===== config.mk =====
export PLATFORM = sky130hd
export DESIGN_NAME = multicycle_controller
export DESIGN_NICKNAME = d
export VERILOG_FILES = /design/src/rtl/ctrl_pkg.sv /design/src/rtl/mem_watchdog.sv /design/src/rtl/multicycle_controller.sv
export SDC_FILE = /design/constraint.sdc
export NUM_CORES = 1
export LEC_CHECK = 0
export ABC_CLOCK_PERIOD_IN_PS = 2750
export BUFFER_PORTS_ARGS = -buffer_cell sky130_fd_sc_hd__buf_2
export CORE_UTILIZATION = 42
export CTS_BUF_LIST = sky130_fd_sc_hd__clkbuf_8
export CTS_CLUSTER_SIZE = 8
export DETAILED_ROUTE_END_ITERATION = 12
export PLACE_DENSITY_LB_ADDON = 0.2
export SETUP_SLACK_MARGIN = 0.1
export SLEW_MARGIN = 20
export SYNTH_ARGS = -nofsm -noshare
export SYNTH_HDL_FRONTEND = slang
export SYNTH_SLANG_ARGS = --single-unit

===== constraint.sdc =====
create_clock -name clk -period 2.75 [get_ports clk]
set_clock_uncertainty 0.2 [all_clocks]
set_input_delay 0.1375 -clock clk [delete_from_list [all_inputs] [get_ports clk]]
set_output_delay 0.1375 -clock clk [all_outputs]
set_load 0.02 [all_outputs]

===== src/rtl/ctrl_pkg.sv =====
// Shared opcodes, FSM states and control encodings for the multi-cycle controller.
// ILLEGAL_TRAP_EN adds the TRAP state for unknown opcodes.
package ctrl_pkg;

  localparam logic [6:0] R_TYPE = 7'b0110011;
  localparam logic [6:0] I_TYPE = 7'b0010011;
  localparam logic [6:0] LW     = 7'b0000011;
  localparam logic [6:0] SW     = 7'b0100011;
  localparam logic [6:0] BR     = 7'b1100011;
  localparam logic [6:0] U_TYPE = 7'b0110111;
  localparam logic [6:0] JAL    = 7'b1101111;
  localparam logic [6:0] JALR   = 7'b1100111;

  localparam logic [1:0] ALUOP_ADD = 2'b00;
  localparam logic [1:0] ALUOP_BR  = 2'b01;
  localparam logic [1:0] ALUOP_RI  = 2'b10;
  localparam logic [1:0] ALUOP_UJ  = 2'b11;

  localparam logic [1:0] MTR_ALU = 2'b00;
  localparam logic [1:0] MTR_MEM = 2'b01;
  localparam logic [1:0] MTR_PC4 = 2'b10;

  typedef enum logic [3:0] {
    RST,
    FETCH,
    DECODE,
    ADDR,
    MEM_RD,
    MEM_WR,
    WB_MEM,
    EXEC,
    WB_ALU,
    BRANCH,
    JUMP,
`ifdef ILLEGAL_TRAP_EN
    ERR,
    TRAP
`else
    ERR
`endif
  } state_t;

  // ALU op for the EXEC/WB_ALU pair: LUI passes the immediate through
  function automatic logic [1:0] exec_aluop(input logic [6:0] op);
    return (op == U_TYPE) ? ALUOP_UJ : ALUOP_RI;
  endfunction

endpackage


===== src/rtl/mem_watchdog.sv =====
// Counts consecutive memory wait cycles and flags the MEM_TIMEOUT-th one.
// MEM_TIMEOUT = 0 disables the watchdog.
module mem_watchdog #(
  parameter int unsigned MEM_TIMEOUT = 16
) (
  input  logic clk,
  input  logic reset,
  input  logic clear,
  input  logic waiting,
  output logic expired
);

  localparam int unsigned TW =
    (MEM_TIMEOUT > 1) ? $clog2(MEM_TIMEOUT) : 1;
  localparam logic [TW-1:0] LIM =
    TW'((MEM_TIMEOUT == 0) ? 0 : MEM_TIMEOUT - 1);

  logic [TW-1:0] timer_q, timer_d;

  assign expired = (MEM_TIMEOUT != 0)
                && waiting
                && (timer_q == LIM);

  always_comb begin
    timer_d = timer_q;
    if (clear) begin
      timer_d = '0;
    end else if (waiting && !expired) begin
      timer_d = timer_q + TW'(1);
    end
  end

  always_ff @(posedge clk or posedge reset) begin
    if (reset) begin
      timer_q <= '0;
    end else begin
      timer_q <= timer_d;
    end
  end

endmodule


===== src/rtl/multicycle_controller.sv =====
// Multi-cycle RV32I control FSM with memory watchdog and retire counter.
// Define ILLEGAL_TRAP_EN to trap unknown opcodes instead of retiring them as NOPs.
module multicycle_controller
  import ctrl_pkg::*;
#(
  parameter int unsigned MEM_TIMEOUT = 16,
  parameter int unsigned CNT_W       = 32
) (
  input  logic             clk,
  input  logic             reset,
  input  logic [6:0]       Opcode,
  input  logic             mem_ready,
  input  logic             br_taken,
  output logic             PCWrite,
  output logic             IRWrite,
  output logic             IorD,
  output logic             MemRead,
  output logic             MemWrite,
  output logic             RegWrite,
  output logic             ALUSrc,
  output logic [1:0]       MemtoReg,
  output logic [1:0]       ALUOp,
  output logic             Branch,
  output logic             jals,
  output logic             mem_err,
  output logic             illegal,
  output logic [CNT_W-1:0] instret
);

  state_t           state_q, state_d;
  logic [6:0]       op_q, op_d;
  logic [CNT_W-1:0] cnt_q, cnt_d;
  logic             err_q, err_d;
  logic             mem_wait, wd_clear, wd_wait, wd_exp;
  logic             retire;
`ifdef ILLEGAL_TRAP_EN
  logic             ill_q, ill_d;
`endif

  // Timer restarts whenever we are outside a wait state or an access completes
  assign mem_wait = (state_q == FETCH)
                 || (state_q == MEM_RD)
                 || (state_q == MEM_WR);
  assign wd_wait  = mem_wait && !mem_ready;
  assign wd_clear = !mem_wait || mem_ready;

  mem_watchdog #(
    .MEM_TIMEOUT(MEM_TIMEOUT)
  ) u_wd (
    .clk    (clk),
    .reset  (reset),
    .clear  (wd_clear),
    .waiting(wd_wait),
    .expired(wd_exp)
  );

  always_comb begin
    state_d = state_q;
    op_d    = op_q;
    retire  = 1'b0;
`ifdef ILLEGAL_TRAP_EN
    ill_d   = ill_q;
`endif
    unique case (state_q)
      RST:    state_d = FETCH;
      FETCH: begin
        if (mem_ready) state_d = DECODE;
        else if (wd_exp) state_d = ERR;
      end
      DECODE: begin
        op_d = Opcode;
        unique case (1'b1)
          (Opcode == LW) || (Opcode == SW):
            state_d = ADDR;
          (Opcode == R_TYPE) || (Opcode == I_TYPE)
            || (Opcode == U_TYPE):
            state_d = EXEC;
          (Opcode == BR):
            state_d = BRANCH;
          (Opcode == JAL) || (Opcode == JALR):
            state_d = JUMP;
          default: begin
`ifdef ILLEGAL_TRAP_EN
            state_d = TRAP;
            ill_d   = 1'b1;
`else
            state_d = FETCH;
            retire  = 1'b1;
`endif
          end
        endcase
      end
      ADDR:   state_d = (op_q == SW) ? MEM_WR : MEM_RD;
      MEM_RD: begin
        if (mem_ready) state_d = WB_MEM;
        else if (wd_exp) state_d = ERR;
      end
      MEM_WR: begin
        if (mem_ready) begin
          state_d = FETCH;
          retire  = 1'b1;
        end else if (wd_exp) begin
          state_d = ERR;
        end
      end
      EXEC:   state_d = WB_ALU;
      WB_MEM, WB_ALU, BRANCH, JUMP: begin
        state_d = FETCH;
        retire  = 1'b1;
      end
      ERR:    state_d = ERR;
`ifdef ILLEGAL_TRAP_EN
      TRAP:   state_d = TRAP;
`endif
      default: state_d = RST;
    endcase
    err_d = err_q | wd_exp;
    cnt_d = cnt_q + CNT_W'(retire);
  end

  always_comb begin
    PCWrite  = 1'b0;
    IRWrite  = 1'b0;
    IorD     = 1'b0;
    MemRead  = 1'b0;
    MemWrite = 1'b0;
    RegWrite = 1'b0;
    ALUSrc   = 1'b0;
    MemtoReg = MTR_ALU;
    ALUOp    = ALUOP_ADD;
    Branch   = 1'b0;
    jals     = 1'b0;
    unique case (state_q)
      FETCH: begin
        MemRead = 1'b1;
        IRWrite = mem_ready;
        PCWrite = mem_ready;
      end
      ADDR: ALUSrc = 1'b1;
      MEM_RD: begin
        MemRead = 1'b1;
        IorD    = 1'b1;
        ALUSrc  = 1'b1;
      end
      MEM_WR: begin
        MemWrite = 1'b1;
        IorD     = 1'b1;
        ALUSrc   = 1'b1;
      end
      WB_MEM: begin
        RegWrite = 1'b1;
        MemtoReg = MTR_MEM;
      end
      EXEC: begin
        ALUSrc = (op_q != R_TYPE);
        ALUOp  = exec_aluop(op_q);
      end
      WB_ALU: begin
        ALUSrc   = (op_q != R_TYPE);
        ALUOp    = exec_aluop(op_q);
        RegWrite = 1'b1;
      end
      BRANCH: begin
        ALUOp   = ALUOP_BR;
        Branch  = 1'b1;
        PCWrite = br_taken;
      end
      JUMP: begin
        jals     = 1'b1;
        ALUSrc   = 1'b1;
        RegWrite = 1'b1;
        MemtoReg = MTR_PC4;
        PCWrite  = 1'b1;
        ALUOp    = (op_q == JAL) ? ALUOP_UJ : ALUOP_ADD;
      end
      default: ;
    endcase
  end

  always_ff @(posedge clk or posedge reset) begin
    if (reset) begin
      state_q <= RST;
      op_q    <= '0;
      cnt_q   <= '0;
      err_q   <= 1'b0;
`ifdef ILLEGAL_TRAP_EN
      ill_q   <= 1'b0;
`endif
    end else begin
      state_q <= state_d;
      op_q    <= op_d;
      cnt_q   <= cnt_d;
      err_q   <= err_d;
`ifdef ILLEGAL_TRAP_EN
      ill_q   <= ill_d;
`endif
    end
  end

  assign mem_err = err_q;
  assign instret = cnt_q;
`ifdef ILLEGAL_TRAP_EN
  assign illegal = ill_q;
`else
  assign illegal = 1'b0;
`endif

endmodule


# ---- Word level (Yosys, flattened, before mapping)
# Cells that the tools add are included.
dict set report totals {
  reg_bits 48
  romBits 0
  mem_count 0
  ram_bits 0
  word_cells 80
  input_bits 11
  out_inout_bits 47
  latch_bits 0
}
dict set report op_classes {
  magnitude_cmp 0
  n_mux 25
  addsub 2
  n_mul 0
  shift 0
  reduce_logical 23
  div 0
  n_eq_ne 24
  bitwise 1
}
# op n
set op_table {}
lappend op_table {{$eq A7 B6 Y1 const B} 5}
lappend op_table {{$add A32 B1 Y32} 1}
lappend op_table {{$pmux W4 S8} 1}
lappend op_table {{$eq A7 B7 Y1 const B} 4}
lappend op_table {{$mux W4} 6}
lappend op_table {{$eq A4 B4 Y1 const B} 5}
lappend op_table {{$eq A4 B3 Y1 const B} 4}
lappend op_table {{$pmux W4 S4} 1}
lappend op_table {{$reduce_or A4 Y1} 3}
lappend op_table {{$mux W1} 11}
lappend op_table {{$eq A4 B2 Y1 const B} 2}
lappend op_table {{$eq A7 B2 Y1 const B} 1}
lappend op_table {{$eq A7 B5 Y1 const B} 1}
lappend op_table {{$logic_or A1 B1 Y1} 7}
lappend op_table {{$ne A7 B6 Y1 const B} 1}
lappend op_table {{$pmux W1 S3} 2}
lappend op_table {{$pmux W2 S3} 1}
lappend op_table {{$reduce_or A2 Y1} 3}
lappend op_table {{$reduce_or A5 Y1} 1}
lappend op_table {{$add A4 B1 Y4 const B} 1}
lappend op_table {{$eq A4 B1 Y1 const B} 1}
lappend op_table {{$logic_not A4 Y1} 1}
lappend op_table {{$pmux W2 S2} 1}
lappend op_table {{$logic_and A1 B1 Y1} 3}
lappend op_table {{6 further kinds} 8}

# ---- Logic depth before layout (Yosys ltp)
# Gate-level depths: netlist (run 1).
dict set report logic_depth {
  word_depth 9
  mapped_depth 11
  depth_no_buf 10
}

# ---- Cells and area by module
# From an unflattened synthesis (run 1), not the netlist that was laid out.
dict set report hier_totals {
  hier_cells 251
  hier_area_um2 2563.7
}
# module instances area_per_inst_um2 seq_area_each_um2 cells_per_inst
set modules_own_cells {}
lappend modules_own_cells {multicycle_controller 1 2329.7 1101.1 228}
lappend modules_own_cells {mem_watchdog 1 234.0 100.1 23}

# ---- Worst setup path after synthesis (run 1)
# Ideal clock, no wire load.
dict set report synth_timing {
  kind {reg2reg}
  start {reg state_q[3]}
  end {reg cnt_q[16] (netlist: instret[16])}
  n_path_buf 2
  t_required_ns 2.421
  setup_time_ns 0.129
  synth_period_minus_slack_ns 2.509
  setup_slack_ns 0.241
  path_stages_with_launch 12
  arrival_time_ns 2.179
  path_cell_list {dfrtp_1 > clkbuf_1 > nor3_1 > o21ai_0 > a31o_2 > ha_1 > ha_1 > inv_1 > nor4_2 > buf_4 > nand4_1 > xnor2_1}
}
dict set report synth_between {
  elab_chain_len 4
  word_cells_on_any_way 9
  classes_between {add/sub: 1; eq/ne: 6; mux: 1; reduce/logical: 1}
}
# element line
set synth_rtl {}
lappend synth_rtl {{start: declaration} multicycle_controller.sv:30} ;# state_t state_q, state_d;
lappend synth_rtl {{start signal: assignment} multicycle_controller.sv:190} ;# state_q <= state_d;
lappend synth_rtl {{$eq A4 B4 Y1 / $eq A4 B3 Y1 (equally long branches)} multicycle_controller.sv:64} ;# unique case (state_q)
lappend synth_rtl {{$reduce_or A4 Y1} --}
lappend synth_rtl {{$pmux W1 S3 *} multicycle_controller.sv:64}
lappend synth_rtl {{$add A32 B1 Y32 *} multicycle_controller.sv:118} ;# cnt_d = cnt_q + CNT_W'(retire);
lappend synth_rtl {{via cnt_d[16]} multicycle_controller.sv:32} ;# logic [CNT_W-1:0] cnt_q, cnt_d;
lappend synth_rtl {{end signal: assignment} multicycle_controller.sv:192} ;# cnt_q <= cnt_d;
lappend synth_rtl {{end: declaration} multicycle_controller.sv:32}
# The timed path passes the listed nets; every way through them passes the cells marked *.
# A chain may end at the register's enable or synchronous reset.

# ---- Worst setup path after layout (run 1)
dict set report layout_timing {
  start {reg state_q[3]}
  end {reg cnt_q[28] (netlist: instret[28])}
}
# The elaborated chain is that of the path after synthesis.

==> metrics.md, run 1 <==
| Metric | Value |
|---|---|
| Initial antenna violation count | 0 |
| I/O pins | 58 |
| Synth top area share | 46.88% |
| Port bufs | 56 |
| Max incr delay on CP | 0.39 ns |
| CP cell instances | buf_6 > nand2b_1 > a21oi_1 > a31o_2 > ha_1 > ha_2 > inv_1 > nor4_4 > buf_2 > nand4_1 > xnor2_1 |
| Dpl ws | 0.2405 ns |
| Area contributors post-synth | dfrtp_1 (47%), xnor2_1 (9.9%), nand3_1 (3.5%) |
| Yosys top cell by area | dfrtp_1 |
| Final setup viols | 0 |
| Status | finished, final reports clean |
| CP startpoint kind | flop |
| Placed cells | 377 |
| Gr usage total | 18.32% |
| DIE AREA | 6418 um^2 |
| Crit Path Max Fanout | 14 |
| Delay-heaviest family, CP | simple AND/OR/NAND/NOR gates |
| TritonCTS Buffers | 5 |
| Async SR Flop Fraction | 100.0% |
| Slew Limit Headroom | 60.54% |
| Final net count | around 330 |
| Synth Instances | 248 |
| Worst path bufs/invs | 3 |
| Fmax | 0.3985 GHz |
| TritonRoute pass-1 iters | 4 |
| DRT Wirelength | 5617 um |
| Area of the mapped netlist | 2562 um^2 |
| CTS tree | done |
| Cell chosen for the clock root | clkbuf_8 |
| Routed Antenna Nets | 0 |
| Layout cells sized above 1 | 31.66% |
| R2r setup slk | 0.24 ns |
| Drt via density | ~5.3 |
| Worst path depth | 11 |
| Hold Path End | state_q[2] |
| Total grt overflow | 0 |
| Clock Sinks | 48 |
| HP Class | input port to flop |
| Via count | 2,094 |
| WP data arrival | ~2.5 ns |
| Post-DP HPWL | 3969 um |
| Max-Cap Viols | 0 |
| Area grow syn2layout | 24.61% |
| Post-synth EDFFs | 0 |
| RSZ-0062 raised after global routing | false |
| Final Max Slew Viols | 0 |
| Minimum clock period | 2.509 ns |
| Synth Area per Inst | 10.33 um^2 |
| Core Box Area | around 5900 um^2 |
| Hold depth | 3 |
| Max VDD drop | 0.3850 mV |
| Post CTS Setup Buffer Count | 0 |
| RePlAce Congestion | 0.7982 |
| Setup TNS | 0 ns |
| Global-route wire length before repair | ~9000 um |
| Pleak | 1.518 nW |
| Final Hold Fails | 0 |
| Ratio of final minimum period to clock period | 91.25% |
| WL/cell | 14.26 um |
| Initial Utilization | 43.54% |
| Pwr Total | 2.395 mW |
| H-tree Lvls | 2 |
| Initial detailed-routing violation count | 95 |
| Synthesized Nets | 262 |
| Yosys reg bits | 48 |
| Worst-Margin Slew | about 0.59 ns |
| Worst r2r src | state_q[3] |
| Reg2reg path depth | 11 |
| Non-filler cells, final | 394 |
| Post-synthesis sequential area ratio | 46.88% |
| Core Rows | 28 |
| DR DRC count | 0 |
| PD cells | 750.0 nW/um^2 |
| Pin count of the biggest net entering global routing | 24 |
| WP data required | 2.75 ns |
| Crit-path slowest cell | dfrtp_1 |
| Setup crit end kind | flop |
| Clk Latency, worst-skew pair | roughly 0.3 ns |
| Ant. Diodes | 0 |
| Reg clk slew, reported paths | 0.10 ns |
| Die height | between 80 and 90 um |
| Count leader, synth | dfrtp_1 |
| Critical path type | flop to flop |
| Post-synthesis cell type count | 54 |
| Deepest clock path buffer count | 2 |
| Top_reg_cell synth | dfrtp_1 |
| Die width | between 80 and 90 um |
| Synth top cells by count | dfrtp_1 (48), xnor2_1 (29), nand3_1 (18), nand2_1 (17), nor2_1 (15) |
| Vias in the first global route | 1,873 |
| Worst R2R End | instret[28] |
| Synth warn | 0 |
| Fin worst setup slack | 0.2407 ns |
| Hold_sp | mem_ready |
[worst max-delay path by stage]
stage	startpoint	to	slack, ns
4_1_cts	Opcode[1]	instret[24]	0.22
5_1_grt	state_q[3]	instret[22]	0.1
3_3_place_gp	state_q[0]	instret[28]	0.32
2_1_floorplan	state_q[3]	instret[16]	0.24
3_5_place_dp	state_q[2]	instret[24]	0.24
6_report	state_q[3]	instret[28]	0.24
[final cells by class]
type	instances	area (um^2)
Timing Repair Buffer	76	451.7
Sequential cell	48	1202
Clock buffer	5	68.82
Inverter	6	22.52
Multi-Input combinational cell	181	1285
Fill cell	559	2693
Tap cell	75	93.84
Clock inverter	3	68.82
[worst reg2reg max path, delay by kind of cell (launching register included)]
family          cells  cell delay, ns
simple gates        3            0.50
buf+inv             3            0.49
fa+ha+maj           2            0.41
flops               1            0.39
compound gates      2            0.26
xor+xnor            1            0.15
[placed cells by master, fill, tap and decap left out, types with 4 or more instances in the layout]
master and instances:
buf_4 10, xnor2_1 29, inv_1 5, mux2_2 7
clkbuf_8 5, nand3_1 18, nor3_1 7, nand4_1 11
nand2_1 16, dlygate4sd3_1 8, a21oi_1 4, buf_2 57
nand2b_1 8, dfrtp_1 47, nor2_1 15
[routing by layer]
metal / global-route usage [%] / vias up / share of wire [%] / routed length [um]
met5: 0 / - / 0 / 0
met4: 6.607 / 0 / 1.8 / 99
met3: 3.295 / 6 / 4.5 / 250
met2: 28.89 / 58 / 47 / 2665
met1: 25.22 / 1000 / 46 / 2600
li1: - / 1030 / - / -
[power breakdown]
group / internal [mW] / total, mW / leakage, nW / switching, mW
combinational: 0.353 / 0.805 / 0.816 / 0.452
clock: 0.366 / 0.615 / 0.0687 / 0.249
sequential: 0.831 / 0.975 / 0.634 / 0.144
total: 1.55 / 2.39 / 1.52 / 0.845
[sequential cells by signal (all words and copies together) (netlist names)]
name / count
instret: 32
mem_err: 1
op_q: 7
state_q: 4
u_wd.timer_q: 4
[cell families after synthesis]
group / share of synthesized area, %
buffers and inverters: 3.613
and+or+nand+nor: 25.20
DFF: 46.87
AOI/OAI and AO/OA: 8.301
xor gates and xnor gates: 10.94
other: 0.1463
adders and majority gates: 1.465
muxes: 3.467
[repair_timing]
action	CTS	global route
hold buffers	8	0
setup endpoints to repair	0	10
hold endpoints to repair	28	0
resized for setup	0	8
[stage by stage]
stage	hold WS (ns)	cell area [um^2]	util [%]
floorplan	0.08919	2562	-
global placement	-0.01830	2949	50.11
detailed placement	-0.01585	2949	50.11
CTS	0.04692	3167	53.81
global route	0.09407	3193	54.25
finish	0.05504	3193	54.25
Power figures use the tool's default switching activity.
==> run 2: changes to the inputs <==
- CORE_MARGIN: unset -> 8
==> run 2 against run 1 <==
  * Sequential power fell by 0.5%
  * Non-clock buffer count is 2 lower
  * Cell area fell by 1.9%
  * Register-to-register slack improved by 0.06 ns
  * Wire length grew 5.0%
  * Final cell count shrank 0.51%
  * Die area up 38%
  * Combinational power grew 0.5%
  * Critical endpoint is now instret[26]
==> metrics.md, run 2 (same netlist as run 1, synthesis figures left out) <==
| Metric | Value |
|---|---|
| Pin count of the biggest net entering global routing | 49 (was 24) |
| Port bufs | 56 (unchanged) |
| WHS | 0.05148 ns (was 0.05504 ns) |
| Cell Int Power | 1.358 mW (was 1.550 mW) |
| Die width | 94.11 um (was 80.11 um) |
| Crit Path Max Fanout | 5 (was 14) |
| Slew Limit Headroom | 46.80% (was 60.54%) |
| DIE AREA | 8857 um^2 (was 6418 um^2) |
| Sw Share | 38.01% (was 35.28%) |
| Deepest clock path buffer count | 2 (unchanged) |
| Total grt overflow | 0 (unchanged) |
| Post-DP HPWL | 4250 um (was 3969 um) |
| TritonCTS Buffers | 5 (unchanged) |
| Drt via density | 5.306 (was 5.315) |
| Gr usage total | 13.95% (was 18.32%) |
| Filler Cells Inserted | 557 (was 559) |
| Max reg flops | 32 (unchanged) |
| Worst-Margin Slew | 0.7971 ns (was 0.5887 ns) |
| Clock power share | 18.8% (was 25.7%) |
| CTS tree | done (unchanged) |
| Most frequent cells in the layout | buf_2 (57), dfrtp_1 (48), xnor2_1 (29), nand3_1 (18), nand2_1 (17) (was buf_2 (57), dfrtp_1 (47), xnor2_1 (29), nand3_1 (18), nand2_1 (16)) |
| RSZ-0062 raised after global routing | false (unchanged) |
| WP data arrival | 2.48 ns (was 2.51 ns) |
| R2r setup slk | 0.30 ns (was 0.24 ns) |
| DR DRC count | 0 (unchanged) |
| Dpl ws | 0.1767 ns (was 0.2405 ns) |
| Clock Sinks | 48 (unchanged) |
| Final Hold Fails | 0 (unchanged) |
| WP data required | 2.74 ns (was 2.75 ns) |
| HP Class | input port to flop (unchanged) |
| Max-Cap Viols | 0 (unchanged) |
| Final setup viols | 0 (unchanged) |
| Register Area | 1201 um^2 (was 1202 um^2) |
| Initial antenna violation count | 0 (unchanged) |
| CP startpoint kind | input port (was flop) |
| Core Rows | 28 (unchanged) |
| Sequential Power Share | 44.3% (was 40.7%) |
| Fmax | 0.4017 GHz (was 0.3985 GHz) |
| H-tree Lvls | 2 (unchanged) |
| Clk Latency, worst-skew pair | 0.30 ns (about the same) |
| RePlAce Congestion | 0.7694 (was 0.7982) |
| Hold_sp | Opcode[4] (was mem_ready) |
| Placed cell areas | 2927 um^2 (was 2949 um^2) |
| Comb power frac | 36.9% (was 33.6%) |
| Psw | 0.8330 mW (was 0.8449 mW) |
| Final Max Slew Viols | 0 (unchanged) |
| Routed Antenna Nets | 0 (unchanged) |
| Core Box Area | 5921 um^2 (was 5886 um^2) |
| Fin worst setup slack | 0.2607 ns (was 0.2407 ns) |
| I/O pins | 58 (unchanged) |
| Commonest non-fill, non-tap cell in the layout | buf_2 (unchanged) |
| Die height | 94.11 um (was 80.11 um) |
| WL/cell | 15.05 um (was 14.26 um) |
| Ant. Diodes | 0 (unchanged) |
| Critical path type | input port to flop (was flop to flop) |
| PD cells | 699.5 nW/um^2 (was 750.0 nW/um^2) |
| Non-filler cells, final | 392 (was 394) |
| Area grow syn2layout | 22.27% (was 24.61%) |
| Via count | 2,080 (was 2,094) |
| Max VDD drop | 0.3751 mV (was 0.3850 mV) |
| Placed cells | 374 (was 377) |
| Reg clk slew, reported paths | 0.09 ns (was 0.10 ns) |
| Pleak | 1.489 nW (was 1.518 nW) |
| Cell chosen for the clock root | clkbuf_8 (unchanged) |
| DRT Wirelength | 5899 um (was 5617 um) |
| Multi-input logic area | 1290 um^2 (was 1285 um^2) |
| Initial Utilization | 43.28% (was 43.54%) |
| Setup TNS | 0 ns (unchanged) |
| Global-route wire length before repair | 10,110 um (was 9039 um) |
| Setup crit end kind | flop (unchanged) |
| Final net count | 330 (was 332) |
| Design area | 3133 um^2 (was 3193 um^2) |
| Minimum clock period | 2.489 ns (was 2.509 ns) |
| Initial detailed-routing violation count | 60 (was 95) |
| Vias in the first global route | 2,082 (was 1,873) |
| Layout cells sized above 1 | 31.23% (was 31.66%) |
| TritonRoute pass-1 iters | 4 (unchanged) |
| Worst Setup SP | Opcode[1] (was state_q[3]) |
| Worst r2r src | state_q[2] (was state_q[3]) |
| Ratio of final minimum period to clock period | 90.52% (was 91.25%) |
| Status | finished, final reports clean (unchanged) |
-- run 2: metrics by stage --
| step | utilization (%) | power [mW] |
|---|---|---|
| final | 52.92 | 2.191 |
| after global routing | 52.92 | 2.352 |
| after floorplan | - | 1.530 |
| after CTS | 52.26 | 2.202 |
| after detailed placement | 49.43 | 1.775 |
| after global placement | 49.43 | 1.757 |
-- run 2: cell type report --
type / instances / share of cell area, %
Clock inverter: 3 / 0.5990
Inverter: 6 / 0.7588
Timing Repair Buffer: 74 / 13.94
Clock buffer: 5 / 2.196
Tap cell: 75 / 2.995
Sequential cell: 48 / 38.34
Multi-Input combinational cell: 181 / 41.17
-- run 2: repair_timing --
action / 4_1_cts / 5_1_grt
resized for setup: 0 / 8
setup endpoints to repair: 0 / 10
buffers inserted: 0 / 1
hold buffers: 8 / 0
endpoints found under the hold margin: 55 / 0
-- run 2: layer usage --
layer,global-route usage (%),routed length [um]
met3,3.597,317
met1,18.54,2756
met2,21.94,2763
met4,3.567,60
met5,0,0
-- run 2: worst paths after layout --
path	cells after the start	endpoint
hold reg to reg	1	instret[31]
hold / removal	3	state_q[2]
max in group asynchronous	3	instret[8]
setup reg to reg	11	instret[26]
min in group asynchronous	3	op_q[5]
setup / recovery	13	instret[26]
-- run 2: power by group through the flow --
stage                     registers, mW  clock network (mW)  logic [mW]
after CTS                         0.970               0.432       0.800
after detailed placement          0.983                   0       0.791
after floorplan                   0.984                   0       0.546
final                             0.970               0.412       0.809
after global routing              0.998               0.453       0.901
after global placement            0.980                   0       0.777
-- run 2: critical path, cell delays in order --
cell	delay, ns
dlygate4sd3_1	0.54
buf_2	0.13
nand2_1	0.15
nor3_2	0.07
o21ai_0	0.07
a31o_2	0.17
ha_2	0.19
ha_2	0.20
inv_1	0.08
nor4_4	0.25
buf_2	0.23
nand3_1	0.11
xnor2_1	0.15
